[src/rtl/sliding_window_module.sv]
// K x K sliding-window generator: buffers K-1 image rows from a raster
// pixel stream and emits registered windows that lie fully in the image.
//
// Ports:
//   clk, rst        clock, async active-high reset
//   frame_restart   sync restart of the frame at position (0,0)
//   in_valid/ready  pixel handshake, data_i = pixel (column fastest)
//   out_valid/ready window handshake
//   window          K*K*DW, slice DW*(r*K+c), r/c = 0 is newest
//   out_row/out_col position of the window's newest pixel
//   frame_done      one-cycle pulse after the last pixel of a frame
module sliding_window_module #(
    parameter int DW    = 8,
    parameter int IMG_W = 32,
    parameter int IMG_H = 32,
    parameter int K     = 3
) (
    input  logic                     clk,
    input  logic                     rst,
    input  logic                     frame_restart,
    input  logic                     in_valid,
    output logic                     in_ready,
    input  logic [DW-1:0]            data_i,
    output logic                     out_valid,
    input  logic                     out_ready,
    output logic [K*K*DW-1:0]        window,
    output logic [$clog2(IMG_H)-1:0] out_row,
    output logic [$clog2(IMG_W)-1:0] out_col,
    output logic                     frame_done
);

    localparam int RW = $clog2(IMG_H);
    localparam int CW = $clog2(IMG_W);
    localparam int NB = K - 1;

    localparam logic [RW-1:0] ROW_FIRST = RW'(K - 1);
    localparam logic [RW-1:0] ROW_LAST  = RW'(IMG_H - 1);
    localparam logic [CW-1:0] COL_FIRST = CW'(K - 1);
    localparam logic [CW-1:0] COL_LAST  = CW'(IMG_W - 1);

    if (K < 2 || K > 7 || IMG_W < K || IMG_H < K) begin : g_bad_param
        $error("sliding_window_module: illegal parameters");
    end

    logic [DW-1:0] r_buf [NB][IMG_W];
    logic [DW-1:0] r_win [K][K];

    logic [RW-1:0] r_row;
    logic [CW-1:0] r_col;
    logic          r_out_valid;
    logic [RW-1:0] r_out_row;
    logic [CW-1:0] r_out_col;
    logic          r_frame_done;

    logic [DW-1:0] w_col_in [K];
    logic          w_accept;
    logic          w_emit;
    logic          w_row_end;
    logic          w_frame_end;

    // Restart and reset block intake; a held window blocks intake so
    // the window register can never be overwritten before handoff.
    assign in_ready = !rst && !frame_restart
                   && (!r_out_valid || out_ready);

    assign w_accept    = in_valid && in_ready;
    assign w_row_end   = (r_col == COL_LAST);
    assign w_frame_end = w_row_end && (r_row == ROW_LAST);

    // Only windows fully inside the image are emitted, which also
    // hides stale row-buffer contents after a restart.
    assign w_emit = w_accept
                 && (r_row >= ROW_FIRST)
                 && (r_col >= COL_FIRST);

    // Column entering window row r: the live pixel for r=0, else the
    // same column r rows up, i.e. the tail of row buffer r.
    assign w_col_in[0] = data_i;

    for (genvar g = 1; g < K; g++) begin : g_tail
        assign w_col_in[g] = r_buf[g-1][IMG_W-1];
    end

    for (genvar gr = 0; gr < K; gr++) begin : g_wr
        for (genvar gc = 0; gc < K; gc++) begin : g_wc
            assign window[DW*(gr*K+gc) +: DW] = r_win[gr][gc];
        end
    end

    assign out_valid  = r_out_valid;
    assign out_row    = r_out_row;
    assign out_col    = r_out_col;
    assign frame_done = r_frame_done;

    // Row buffers: buffer k is fed by the tail of buffer k-1.
    always_ff @(posedge clk or posedge rst) begin
        if (rst) begin
            for (int k = 0; k < NB; k++) begin
                for (int i = 0; i < IMG_W; i++) begin
                    r_buf[k][i] <= '0;
                end
            end
        end else if (w_accept) begin
            for (int k = 0; k < NB; k++) begin
                r_buf[k][0] <= w_col_in[k];
                for (int i = 1; i < IMG_W; i++) begin
                    r_buf[k][i] <= r_buf[k][i-1];
                end
            end
        end
    end

    // Window registers shift toward the oldest column on each accept.
    always_ff @(posedge clk or posedge rst) begin
        if (rst) begin
            for (int r = 0; r < K; r++) begin
                for (int c = 0; c < K; c++) begin
                    r_win[r][c] <= '0;
                end
            end
        end else if (w_accept) begin
            for (int r = 0; r < K; r++) begin
                r_win[r][0] <= w_col_in[r];
                for (int c = 1; c < K; c++) begin
                    r_win[r][c] <= r_win[r][c-1];
                end
            end
        end
    end

    // Position counters, output handshake and frame_done.
    always_ff @(posedge clk or posedge rst) begin
        if (rst) begin
            r_row        <= '0;
            r_col        <= '0;
            r_out_valid  <= 1'b0;
            r_out_row    <= '0;
            r_out_col    <= '0;
            r_frame_done <= 1'b0;
        end else if (frame_restart) begin
            r_row        <= '0;
            r_col        <= '0;
            r_out_valid  <= 1'b0;
            r_frame_done <= 1'b0;
        end else begin
            r_frame_done <= w_accept && w_frame_end;
            if (w_accept) begin
                if (w_row_end) begin
                    r_col <= '0;
                    if (r_row == ROW_LAST) begin
                        r_row <= '0;
                    end else begin
                        r_row <= r_row + RW'(1);
                    end
                end else begin
                    r_col <= r_col + CW'(1);
                end
            end
            // A new window replacing a consumed one keeps valid high.
            if (w_emit) begin
                r_out_valid <= 1'b1;
                r_out_row   <= r_row;
                r_out_col   <= r_col;
            end else if (out_ready) begin
                r_out_valid <= 1'b0;
            end
        end
    end

endmodule

[config.mk]
export PLATFORM = sky130hd
export DESIGN_NAME = sliding_window_module
export DESIGN_NICKNAME = d
export VERILOG_FILES = /design/src/rtl/sliding_window_module.sv
export SDC_FILE = /design/constraint.sdc
export NUM_CORES = 1
export LEC_CHECK = 0
export ABC_AREA = 1
export CAP_MARGIN = 20
export CORE_MARGIN = 4
export CORE_UTILIZATION = 62
export CTS_BUF_LIST = sky130_fd_sc_hd__clkbuf_4 sky130_fd_sc_hd__clkbuf_8
export CTS_CLUSTER_DIAMETER = 150
export DETAILED_ROUTE_END_ITERATION = 12
export PLACE_DENSITY = 0.87
export SKIP_LAST_GASP = 1
export SYNTH_ARGS = -nofsm -noshare
export SYNTH_HDL_FRONTEND = slang
export SYNTH_SLANG_ARGS = --single-unit
export TNS_END_PERCENT = 30
[constraint.sdc]
create_clock -name clk -period 42.5 [get_ports clk]
set_input_delay 8.5 -clock clk [delete_from_list [all_inputs] [get_ports clk]]
set_output_delay 8.5 -clock clk [all_outputs]
set_load 0.05 [all_outputs]
# Word level (Yosys, flattened, before mapping)
# Index checks and enable logic that the tools add are counted.
[op_classes] n_addsub=2 reduce_logical=16 n_eq_ne=2 mux=11 n_bitwise=1 order_cmp=2
[op_table] operator="$mux 5" n=7
[op_table] operator="$add 5x1->5 const B" n=2
[op_table] operator="$eq 5x5->1 const B" n=2
[op_table] operator="$ge 5x2->1 const B" n=2
[op_table] operator="$logic_and 1x1->1" n=7
[op_table] operator="$mux 1" n=4
[op_table] operator="$reduce_and 2->1" n=2
[op_table] operator="$reduce_bool 2->1" n=2
[op_table] operator="$logic_not 1->1" n=3
[op_table] operator="$reduce_bool 3->1" n=1
[op_table] operator="$logic_or 1x1->1" n=1
[op_table] operator="$not 1->1" n=1
[word_totals] output_inout_bits=85 regBits=558

# Longest topological paths before layout
[logic_depth] word_depth=8 ltp_mapped=9 mapped_depth_nobuf=9

# Worst setup path before layout
# OpenSTA, ideal clock, no wires.
[synth_path] kind="input-to-output" start="in frame_restart" end="out in_ready" stages=3 required_time_ps=34000 n_path_buf=0 setup_slack_ps=24985 t_arrival_ps=9015 path_cell_list="nor2_1 > nand2_1 > inv_1"
[synth_between] elab_chain_cells=3
[synth_lines] item="start: declaration" line_no="20" source="input logic frame_restart,"
[synth_lines] item="$logic_not 1->1" line_no="63" source="assign in_ready = !rst && !frame_restart"
[synth_lines] item="$logic_and 1x1->1" line_no="63"
[synth_lines] item="$logic_and 1x1->1" line_no="64" source="&& (!r_out_valid || out_ready);"
[synth_lines] item="end: declaration" line_no="22" source="output logic in_ready,"
# No other way between the ends.

# Worst setup path in the final report
[layout_path] start="in rst" end="out in_ready"
[layout_between] elab_chain_cells=3
[layout_lines] item="start: declaration" line_no="19" source="input logic rst,"
[layout_lines] item="$logic_not 1->1 (no line)"
[layout_lines] item="$logic_and 1x1->1" line_no="63"
[layout_lines] item="$logic_and 1x1->1" line_no="64"
# No other way between the ends.

==> results.toml <==
[yosys]
synth_edf_count = 0
synthCells = 2430
synth.avg_cell_area_sq_um = 8.83
synth_xor_area_frac = 0
yosysMostFrequentCell = "nand2_1"
synth_top_family_by_area = "simple AND/OR/NAND/NOR gates"
yosysSeqAreaShare = 0.651
yosys_warnings = 0
synth_top_flop_cell = "dfrtp_1"
ys_ff_latch = 558
yosysUniqueCellTypes = 17
synth_top_area_frac = 0.651
synthSimpleGateAreaFrac = 0.287
syn_area_sq_um = 21500
synthMuxAreaShare = 0
synth_adder_area_share = 0.00350
async_flop_share = 1.00
synthesis.nets = 2449
synth_compound_area_frac = 0.00956
synth_top_area_cell = "dfrtp_1"
synth_area_leaders = "dfrtp_1 65%, nand2_1 28%, buf_2 2.0%"
yosys-top-cells-count = "1587 x nand2_1, 558 x dfrtp_1, 84 x buf_2"

[clocking]
path_clk_slew_ns = 0.06
cts_setup_buffers = 0
clockBufferDepth = 3
clock_latency_ns = 0.61
clkSinkCount = 558
post_cts_resized = 0
htree_num_levels = 3
ctsHoldBuffers = 0
cts_tree = "built"
clock-root-buffer = "clkbuf_8"
cts-buffers-inserted = 83

[final_layout]
instances_no_fill = 2960
design_area_sq_um = 24000
nets = 2472
antenna_cells = 0
drive_gt1_frac = 0.0637
area_growth_pct = 11.9
n_fill_cell = 2293

[sta]
setup_viol = 0
worst_pin_slew_ns = 1.19
post-route-min-period_ns = 18.79
tns_ns = 0
clock_skew_ns = 0.0229
rsz0062_at_grt = "false"
hold_violations = 0
drv_slew = 0
slew_headroom = 0.204
max_freq_ghz = 0.0532
fin_crit_sh = 0.442
whs_ns = 0.450

[detailed_routing]
routed_wl_mm = 40.0
antenna_left = 0
via_per_inst = 5.12
drt_iter0_drc = 1559
drc = 0
first_pass_iters = 5
via_count = 15200
wl_per_cell_microns = 13.5

[placed_design]
dpl-instance-area_sq_um = 22200
gp_congestion = 0.756
placedCellCount = 2814
hpwl_mm = 21.7
io_buffers = 97

[status]
status = "completed"

[min_path]
holdCritPathClass = "register to register"

[power]
power.density_nw_per_um2 = 49.5
finalPower_uw = 1190
power_leakage_uw = 0.0136
peakVddDrop_mv = 0.0365

[critical_path]
critPathLaunchType = "input pin"
crit_type = "input pin to output port"
reg2reg_setup_slack_ns = 39.34
crit_required_ns = 34.00
cp.arrival_ns = 10.29
cp_max_fo = 2
end_kind = "output port"

[global_route]
antenna_found_initial = 0
grt_use_total = 0.216
grt_pass1_vias = 15000
grt_overflow = 0
grt_start_max_net_pins = 284
grt_pass1_wl_mm = 70.1

[floorplan]
die_width_microns = 194
die-height_microns = 194
num_rows = 67
io_pins = 98
start_util = 0.634
core_area_sq_um = 33900
die_area_sq_um = 37700

[job]
drv_cap = 0
[area by class of cell]
class | instances | area, sq um | share of cell area
clock inverters | 15 | 156 | 0.00651
flip-flops and latches | 558 | 14000 | 0.582
repair buffers | 108 | 1130 | 0.0470
clock buffers | 129 | 1630 | 0.0677
well taps | 448 | 561 | 0.0233
inverters | 30 | 120 | 0.00500
multi-input cells | 1672 | 6450 | 0.269
[placed cells by master (no fill, tap or decap)]
master and instances:
nand2_1 1587, nor3_1 1, buf_4 5, dfrtp_1 558, o21ai_0 40, ha_1 6, clkdlybuf4s50_1 97, nand4_1 13
nor2_1 9, clkbuf_8 105, clkinv_2 10, buf_12 6, or2_2 2, o21ai_1 1, inv_1 29, clkinvlp_4 1
bufinv_16 3, inv_6 1, inv_8 1, clkbuf_4 24, nand3_1 11, nor2_4 1, nand3_4 1
[path summary, 6_finish.rpt]
path / startpoint / end / cells past startpoint
max in group asynchronous: rst / r_buf[151] / 5
max reg2reg: out_valid / r_buf[461] / 6
max: rst / in_ready / 5
min reg2reg: r_buf[338] / r_buf[330] / 2
min: r_buf[338] / r_buf[330] / 2
min in group asynchronous: rst / out_col[4] / 2
[registers in the layout, indices dropped and copies added, names as in the netlist]
register / cells
frame_done: 1
out_col: 5
window: 72
out_row: 5
r_col: 5
r_row: 5
r_buf: 464
out_valid: 1
[power breakdown]
group / internal, uW / total, uW / switching [uW] / leakage [uW]
logic: 38.2 / 125 / 86.4 / 0.00494
clock network: 261 / 460 / 199 / 0.000952
registers: 575 / 604 / 29.4 / 0.00769
[layer usage]
metal  part of all wire  wire length, microns  vias to the layer above  GRT usage
met5                  0                     0                        -          0
met2               0.49                 19700                      330      0.349
li1                   -                     -                     7334          -
met4              0.022                   885                        0     0.0604
met1               0.44                 17500                     7411      0.304
met3              0.046                  1840                       83     0.0452
[kinds of logic after synthesis]
family,Yosys count
compound gates,41
fa+ha+maj,6
buf+inv,200
flops,558
simple gates,1625
[stage by stage]
step / util / setup WS [ns]
final: 0.709 / 23.71
after global routing: 0.709 / 23.62
after CTS: 0.708 / 23.70
after detailed placement: 0.655 / 23.70
after global placement: 0.655 / 23.71
after floorplan: - / 18.40
[worst max-delay path, stage by stage]
cell             delay, ns
clkdlybuf4s50_1       0.51
nor2_1                0.26
nand2_1               0.15
inv_1                 0.07
clkdlybuf4s50_1       0.80
(Power assumes the default switching activity.)
